==> src/rtl/line_arb_pkg.sv <==
// Shared types and defaults for the I/D-cache line arbiter.
//   arb_state_e : arbiter FSM states
//   line_t      : one full cacheline at the default width
package line_arb_pkg;

  localparam int unsigned LINE_W_DFLT = 256;
  localparam int unsigned ADDR_W_DFLT = 32;

  typedef logic [LINE_W_DFLT-1:0] line_t;

  typedef enum logic [2:0] {
    IDLE   = 3'd0,
    I_BUSY = 3'd1,
    D_BUSY = 3'd2,
    DONE_I = 3'd3,
    DONE_D = 3'd4
  } arb_state_e;

endpackage

==> src/rtl/line_arb_grant.sv <==
// Grant select for the line arbiter plus the I-cache starvation counter.
// Ports:
//   clk, reset_n         : clock, async active-low reset
//   arb_en               : FSM is in IDLE and may issue a grant this cycle
//   req_i, req_d         : I-cache / D-cache request valid
//   grant_i_c, grant_d_c : combinational one-hot grant (both 0 when idle)
module line_arb_grant #(
  parameter int unsigned STARVE_LIMIT = 4
) (
  input  logic clk,
  input  logic reset_n,
  input  logic arb_en,
  input  logic req_i,
  input  logic req_d,
  output logic grant_i_c,
  output logic grant_d_c
);

  localparam int unsigned CNT_W = $clog2(STARVE_LIMIT + 1);

  logic [CNT_W-1:0] starve_cnt;
  logic             starve_hit_c;

  // D-cache wins contention until the I-cache has been passed over STARVE_LIMIT times.
  always_comb begin
    starve_hit_c = (starve_cnt == CNT_W'(STARVE_LIMIT));
    grant_d_c    = arb_en & req_d & ~(req_i & starve_hit_c);
    grant_i_c    = arb_en & req_i & (~req_d | starve_hit_c);
  end

  // Count D grants that overtook a waiting I-cache; any other grant clears it.
  always_ff @(posedge clk or negedge reset_n) begin
    if (!reset_n) begin
      starve_cnt <= '0;
    end else if (grant_d_c && req_i) begin
      if (!starve_hit_c) begin
        starve_cnt <= starve_cnt + CNT_W'(1);
      end
    end else if (grant_i_c || grant_d_c) begin
      starve_cnt <= '0;
    end
  end

endmodule

==> src/rtl/line_arbiter_rr.sv <==
// Shares one cacheline adaptor between the I-cache and D-cache pmem ports.
// One full-line transaction in flight at a time; D-cache has default priority,
// bounded by a starvation counter in line_arb_grant.
// Ports:
//   clk, reset_n                      : clock, async active-low reset
//   icache_* / dcache_*               : cache-side request, address, wdata, resp, rdata
//   mem_read/write/address/wdata      : adaptor-side request (registered, held while busy)
//   mem_resp, mem_rdata               : adaptor completion and returned line
// Optional build macro LINE_ARB_PERF_EN adds 32-bit counters
//   perf_i_grants, perf_d_grants, perf_contend.
module line_arbiter_rr
  import line_arb_pkg::*;
#(
  parameter int unsigned LINE_W       = LINE_W_DFLT,
  parameter int unsigned ADDR_W       = ADDR_W_DFLT,
  parameter int unsigned STARVE_LIMIT = 4
) (
  input  logic              clk,
  input  logic              reset_n,
  input  logic              icache_read,
  input  logic              icache_write,
  input  logic [ADDR_W-1:0] icache_address,
  input  logic [LINE_W-1:0] icache_wdata,
  output logic              icache_resp,
  output logic [LINE_W-1:0] icache_rdata,
  input  logic              dcache_read,
  input  logic              dcache_write,
  input  logic [ADDR_W-1:0] dcache_address,
  input  logic [LINE_W-1:0] dcache_wdata,
  output logic              dcache_resp,
  output logic [LINE_W-1:0] dcache_rdata,
  output logic              mem_read,
  output logic              mem_write,
  output logic [ADDR_W-1:0] mem_address,
  output logic [LINE_W-1:0] mem_wdata,
  input  logic              mem_resp,
  input  logic [LINE_W-1:0] mem_rdata
`ifdef LINE_ARB_PERF_EN
  ,
  output logic [31:0]       perf_i_grants,
  output logic [31:0]       perf_d_grants,
  output logic [31:0]       perf_contend
`endif
);

  arb_state_e state, state_nxt;

  logic req_i, req_d;
  logic grant_i_c, grant_d_c;

  logic              mem_read_nxt, mem_write_nxt;
  logic [ADDR_W-1:0] mem_address_nxt;
  logic [LINE_W-1:0] mem_wdata_nxt;
  logic              icache_resp_nxt, dcache_resp_nxt;
  logic [LINE_W-1:0] icache_rdata_nxt, dcache_rdata_nxt;

  assign req_i = icache_read | icache_write;
  assign req_d = dcache_read | dcache_write;

  line_arb_grant #(
    .STARVE_LIMIT(STARVE_LIMIT)
  ) u_grant (
    .clk       (clk),
    .reset_n   (reset_n),
    .arb_en    (state == IDLE),
    .req_i     (req_i),
    .req_d     (req_d),
    .grant_i_c (grant_i_c),
    .grant_d_c (grant_d_c)
  );

  // State and output registers; reset abandons any transaction in flight.
  always_ff @(posedge clk or negedge reset_n) begin
    if (!reset_n) begin
      state        <= IDLE;
      mem_read     <= 1'b0;
      mem_write    <= 1'b0;
      mem_address  <= '0;
      mem_wdata    <= '0;
      icache_resp  <= 1'b0;
      dcache_resp  <= 1'b0;
      icache_rdata <= '0;
      dcache_rdata <= '0;
    end else begin
      state        <= state_nxt;
      mem_read     <= mem_read_nxt;
      mem_write    <= mem_write_nxt;
      mem_address  <= mem_address_nxt;
      mem_wdata    <= mem_wdata_nxt;
      icache_resp  <= icache_resp_nxt;
      dcache_resp  <= dcache_resp_nxt;
      icache_rdata <= icache_rdata_nxt;
      dcache_rdata <= dcache_rdata_nxt;
    end
  end

  // Next-state logic; mem_resp only matters in the BUSY states.
  always_comb begin
    state_nxt = state;
    case (state)
      IDLE: begin
        if (grant_d_c)      state_nxt = D_BUSY;
        else if (grant_i_c) state_nxt = I_BUSY;
      end
      I_BUSY:  if (mem_resp) state_nxt = DONE_I;
      D_BUSY:  if (mem_resp) state_nxt = DONE_D;
      DONE_I:  state_nxt = IDLE;
      DONE_D:  state_nxt = IDLE;
      default: state_nxt = IDLE;
    endcase
  end

  // Output next-values: capture the winner on grant, release and return data on mem_resp.
  always_comb begin
    mem_read_nxt     = mem_read;
    mem_write_nxt    = mem_write;
    mem_address_nxt  = mem_address;
    mem_wdata_nxt    = mem_wdata;
    icache_resp_nxt  = 1'b0;
    dcache_resp_nxt  = 1'b0;
    icache_rdata_nxt = icache_rdata;
    dcache_rdata_nxt = dcache_rdata;
    case (state)
      IDLE: begin
        // A simultaneous read+write is illegal; the write takes precedence.
        if (grant_d_c) begin
          mem_read_nxt    = dcache_read & ~dcache_write;
          mem_write_nxt   = dcache_write;
          mem_address_nxt = dcache_address;
          mem_wdata_nxt   = dcache_wdata;
        end else if (grant_i_c) begin
          mem_read_nxt    = icache_read & ~icache_write;
          mem_write_nxt   = icache_write;
          mem_address_nxt = icache_address;
          mem_wdata_nxt   = icache_wdata;
        end
      end
      I_BUSY: begin
        if (mem_resp) begin
          mem_read_nxt    = 1'b0;
          mem_write_nxt   = 1'b0;
          icache_resp_nxt = 1'b1;
          if (mem_read) icache_rdata_nxt = mem_rdata;
        end
      end
      D_BUSY: begin
        if (mem_resp) begin
          mem_read_nxt    = 1'b0;
          mem_write_nxt   = 1'b0;
          dcache_resp_nxt = 1'b1;
          if (mem_read) dcache_rdata_nxt = mem_rdata;
        end
      end
      default: ;
    endcase
  end

`ifdef LINE_ARB_PERF_EN
  // Grant and contention counters; wrap naturally at 2^32.
  always_ff @(posedge clk or negedge reset_n) begin
    if (!reset_n) begin
      perf_i_grants <= 32'd0;
      perf_d_grants <= 32'd0;
      perf_contend  <= 32'd0;
    end else begin
      if (grant_i_c) perf_i_grants <= perf_i_grants + 32'd1;
      if (grant_d_c) perf_d_grants <= perf_d_grants + 32'd1;
      if ((state == IDLE) && req_i && req_d) perf_contend <= perf_contend + 32'd1;
    end
  end
`endif

  // Read and write together from one requester is a protocol violation.
  a_no_rw_i: assert property (@(posedge clk) disable iff (!reset_n) !(icache_read && icache_write));
  a_no_rw_d: assert property (@(posedge clk) disable iff (!reset_n) !(dcache_read && dcache_write));

endmodule
==> config.mk <==
export PLATFORM = sky130hd
export DESIGN_NAME = line_arbiter_rr
export DESIGN_NICKNAME = d
export VERILOG_FILES = /design/src/rtl/line_arb_pkg.sv /design/src/rtl/line_arb_grant.sv /design/src/rtl/line_arbiter_rr.sv
export SDC_FILE = /design/constraint.sdc
export NUM_CORES = 1
export LEC_CHECK = 0
export ABC_CLOCK_PERIOD_IN_PS = 1700
export BUFFER_PORTS_ARGS = -buffer_cell sky130_fd_sc_hd__buf_2
export CORE_AREA = 2 2 642 644
export CTS_CLUSTER_DIAMETER = 40
export DETAILED_ROUTE_END_ITERATION = 6
export DIE_AREA = 0 0 644 646
export GPL_ROUTABILITY_DRIVEN = 0
export SETUP_SLACK_MARGIN = 0.02
export SLEW_MARGIN = 20
export SYNTH_ARGS = -nofsm -noshare
export SYNTH_HDL_FRONTEND = slang
export SYNTH_SLANG_ARGS = --single-unit
==> constraint.sdc <==
create_clock -name clk -period 1.7 [get_ports clk]
set_input_delay 0.17 -clock clk [delete_from_list [all_inputs] [get_ports clk]]
set_output_delay 0.17 -clock clk [all_outputs]
set_load 0.05 [all_outputs]
==> metrics.md <==
| Metric | Value |
|---|---|
| First-pass GRT wire length | 463,000 µm |
| Post-Route M1 WL | 131,000 µm |
| Failing checks | design-rule violations, negative setup slack |
| Final max-slew violation count | 0 |
| Startpoint class of the critical path | register |
| Power share of the clock group | between 20% and 30% |
| Placement Setup Slack | -513 ps |
| Sink Count | 810 |
| Switch Pwr | ~83,000 µW |
| CP arrival | ~2700 ps |
| Grt ovf | 0 |
| Total CTS buffers | 159 |
| Vias in the first global route | 38,800 |
| Hold path depth | 3 |
| Yosys top cell area share | ~58% |
| Cell chain of the critical path | inv_2 -> ha_4 -> buf_6 -> o211a_4 -> buf_12 -> buf_16 -> buf_12 -> buf_12 -> o21ai_0 -> a2bb2oi_1 |
| Slew of the pin with the lowest slew margin | ~750 ps |
| Drc violations | 4 |
| Async S/R FF share, synth | 100% |
| Tcrit/Tclk final | 115% |
| DRT iter0 DRCs | between 3,000 and 4,000 |
| Met3 wire len | 52,400 µm |
| Final setup violation count | around 1,100 |
| Die X | approximately 640 µm |
| Warnings from Yosys | 0 |
| Leak | between 0.02 and 0.03 µW |
| Distinct cells, synth | 35 |
| Worst R2R Setup Slack | -260 ps |
| Port bufs | 1,642 |
| Clock-pin slew on the worst setup and hold paths | around 60 ps |
| # placed instances | 9,654 |
| Type of the worst setup path | register to register |
| Rel. slew slack | 50.1% |
| Power Dens Cells | ~2300 mW/mm² |
| Worst hold margin | around 120 ps |
| CTS tree | yes |
| DIE AREA | roughly 0.42 mm² |
| R2r startpoint | u_grant.starve_cnt[1]$_DFFE_PN0P_ |
| Ports | approximately 1,600 |
| Cell taking the most area after synthesis | dfrtp_1 |
| Clock root buffer | clkbuf_16 |
| Clk buf depth | 4 |
| Internal power | around 77,000 µW |
| Mapped Area | 0.0347 mm² |
| CORE AREA | 0.409 mm² |
| Non-Filler Instances | 10,900 |
| Layout Skew | between 100 and 150 ps |
| Critical Path Fanout Max | 15 |
| Peak VDD IR | about 1.4 mV |
| Initial core utilization | 8.48% |
| Register area | slightly above 0.02 mm² |
| DRT Pass-1 Iters | 7 |
| Reg power frac | a little over a fifth |
| Routed WL per cell | 34.7 µm |
| Largest stage delay, worst path | approximately 370 ps |
| Synth Net Count | 3,361 |
| Max Used Layer | met5 |
| Worst-skew pair later-pin latency | ~900 ps |
| PnR worst setup slack | -257 ps |
| R2R Path End | mem_wdata[160]$_DFFE_PN0P_ |
| Max-Cap Viols | 0 |
| Crit. End Element | register |
| Unrepaired setup endpoints after global routing | yes |
| Max Clk Rate | about 510 MHz |
| Via density | ~3.6 |
| Overall die height | 646 µm |
| Worst path most repeated cell | buf_12 |
| Crit path required time | between 2000 and 2500 ps |
| WL final | around 380,000 µm |
| Yosys reg bits | 810 |
| Top_reg_cell synth | dfrtp_1 |
| DR vias | ~40,000 |
| Min Tclk post-route | 1960 ps |
| Top cells by area, synth | dfrtp_1 58%, mux2_2 17%, a2bb2oi_1 7.3%, a311oi_1 5.8%, o21ai_0 4.1% |
| Multi-input logic area | approximately 0.014 mm² |
| Sequential fraction of the synthesis area | between 50 and 60% |
| Largest net degree at the start of global routing | 112 |
| Outcome | complete, but fails checks |
| Slowest-stage cell, CP | dfrtp_1 |
| Nets | between 6,000 and 7,000 |
| Share of total power in combinational logic | 57.4% |
| Total global-route track usage | between 10% and 20% |
| Site row count | between 200 and 250 |
| Post-DP HPWL | ~320,000 µm |
| Area Overhead vs Synth | 97.8% |
| Total number of H-tree levels | 4 |
| Fin. Hold Viols | 0 |
| Sw Ratio | 52.1% |
| Reg2Reg Depth | 10 |
| Syn Area/Cell | approximately 14 µm² |
| Cells after synthesis | 2,520 |
| Worst Hold Class | primary input to register |
| Post-route ant nets | 0 |
| Wire length on met2 | roughly 170,000 µm |
| Number of synthesized flops with an enable pin | 0 |
| Layout cell share with drive strength beyond 1 | 56.0% |
| Filler Cell Count | 44,900 |
| Antenna violations before repair | between 300 and 400 |
| Hold path endpoint | dcache_rdata[102]$_DFFE_PN0P_ |
| HP Start | mem_rdata[102] |
cell usage in the layout, fill, tap and decap left out, types with 20 or more instances in the layout:
cell type,Yosys,final
a2bb2oi_1,288,250
a2bb2oi_2,0,37
a311oi_1,231,171
a311oi_2,58,117
buf_12,0,106
buf_2,105,1513
buf_4,8,321
buf_6,26,27
clkbuf_16,0,168
clkbuf_8,0,20
clkinv_2,0,29
dfrtp_1,810,799
diode_2,0,115
dlygate4sd3_1,0,841
mux2_2,514,504
o21ai_0,287,209
o21ai_1,3,50
o21ai_2,0,24
sequential cells by signal, summed over array words and instances (netlist names):
register / cells
dcache_rdata: 256
icache_rdata: 256
mem_wdata: 256
mem_address: 32
state: 3
u_grant.starve_cnt: 3
dcache_resp: 1
icache_resp: 1
mem_read: 1
mem_write: 1
cells in the mapped netlist, drive strengths merged (2+ instances only):
master and number:
inv 5, o21a 2, a2bb2oi 288, dfrtp 810, buf 143, nor2 11, mux2 514, clkbuf 139
ha 2, o21ai 290, a21oi 3, nand2 2, or2 2, a311oi 289, a22o 2, nand2b 6
per-stage QoR:
stage | total power (µW) | cell area (µm²) | setup TNS [ps] | utilization (%)
floorplan | 82200 | 34800 | -17010 | -
detailed placement | 117000 | 51600 | -178110 | 12.6
global route | 165000 | 68400 | -208300 | 16.7
global placement | 116000 | 51600 | -168500 | 12.6
finish | 160000 | 68600 | -101490 | 16.8
CTS | 159000 | 67400 | -175950 | 16.5
worst max-delay path, delay by kind of cell (launching register included):
| kind | cells | cell delay, ps |
|---|---|---|
| buf+inv | 6 | 790 |
| fa+ha+maj | 1 | 150 |
| compound gates | 3 | 460 |
| flops | 1 | 370 |
cells by family (layout without fill, tap and decap cells):
kind of cell / Yosys count / after routing / synth area share (%)
AOI/OAI and AO/OA: 879 / 879 / 20.1
xor gates and xnor gates: 1 / 1 / 0.0253
adders and majority gates: 2 / 2 / 0.0722
buffers and inverters: 287 / 3143 / 4.14
DFF: 810 / 810 / 58.5
muxes: 514 / 514 / 16.7
other: 0 / 115 / 0
and+or+nand+nor: 27 / 27 / 0.509
worst max path at each step:
stage	startpoint	end	slack, ps	cells after the start
finish	u_grant.starve_cnt[1]$_DFFE_PN0P_	mem_wdata[160]$_DFFE_PN0P_	-260	10
global route	u_grant.starve_cnt[0]$_DFFE_PN0P_	mem_wdata[210]$_DFFE_PN0P_	-380	7
CTS	u_grant.starve_cnt[0]$_DFFE_PN0P_	mem_wdata[120]$_DFFE_PN0P_	-210	11
detailed placement	u_grant.starve_cnt[0]$_DFFE_PN0P_	mem_wdata[148]$_DFFE_PN0P_	-510	9
global placement	u_grant.starve_cnt[0]$_DFFE_PN0P_	mem_wdata[148]$_DFFE_PN0P_	-470	9
floorplan	state[0]$_DFFE_PN0P_	mem_wdata[218]$_DFFE_PN0P_	-90	8
repair_timing:
item	CTS	global route
gates resized for setup	409	157
hold buffers	840	1
setup endpoints to repair	1577	1556
buffers inserted	24	3
cloned	11	6
pin swaps	24	29
endpoints found under the hold margin	1618	1
layer usage:
layer	up-vias	global-route usage (%)
met1	19600	18.1
li1	15500	-
met2	2990	28.7
met5	-	0.0578
met3	1287	10.0
met4	224	7.10
layout make-up:
type	instances	share of cell area [%]
tap	5451	9.95
inverter	5	0.0274
clock buffer	194	6.38
sequential	810	29.6
antenna	115	0.420
timing repair buffer	2848	31.7
multi-input combinational	1423	20.2
clock inverter	96	1.73
power by group through the flow:
| stage | logic (µW) | registers (µW) | clock network, µW |
|---|---|---|---|
| after detailed placement | 82600 | 34100 | 0 |
| final | 91700 | 34600 | 33400 |
| after floorplan | 19300 | 62900 | 0 |
| after global routing | 94700 | 35400 | 35000 |
| after global placement | 82200 | 33900 | 0 |
| after CTS | 90100 | 34300 | 34200 |
No activity file was read; power rests on OpenSTA's default activity.
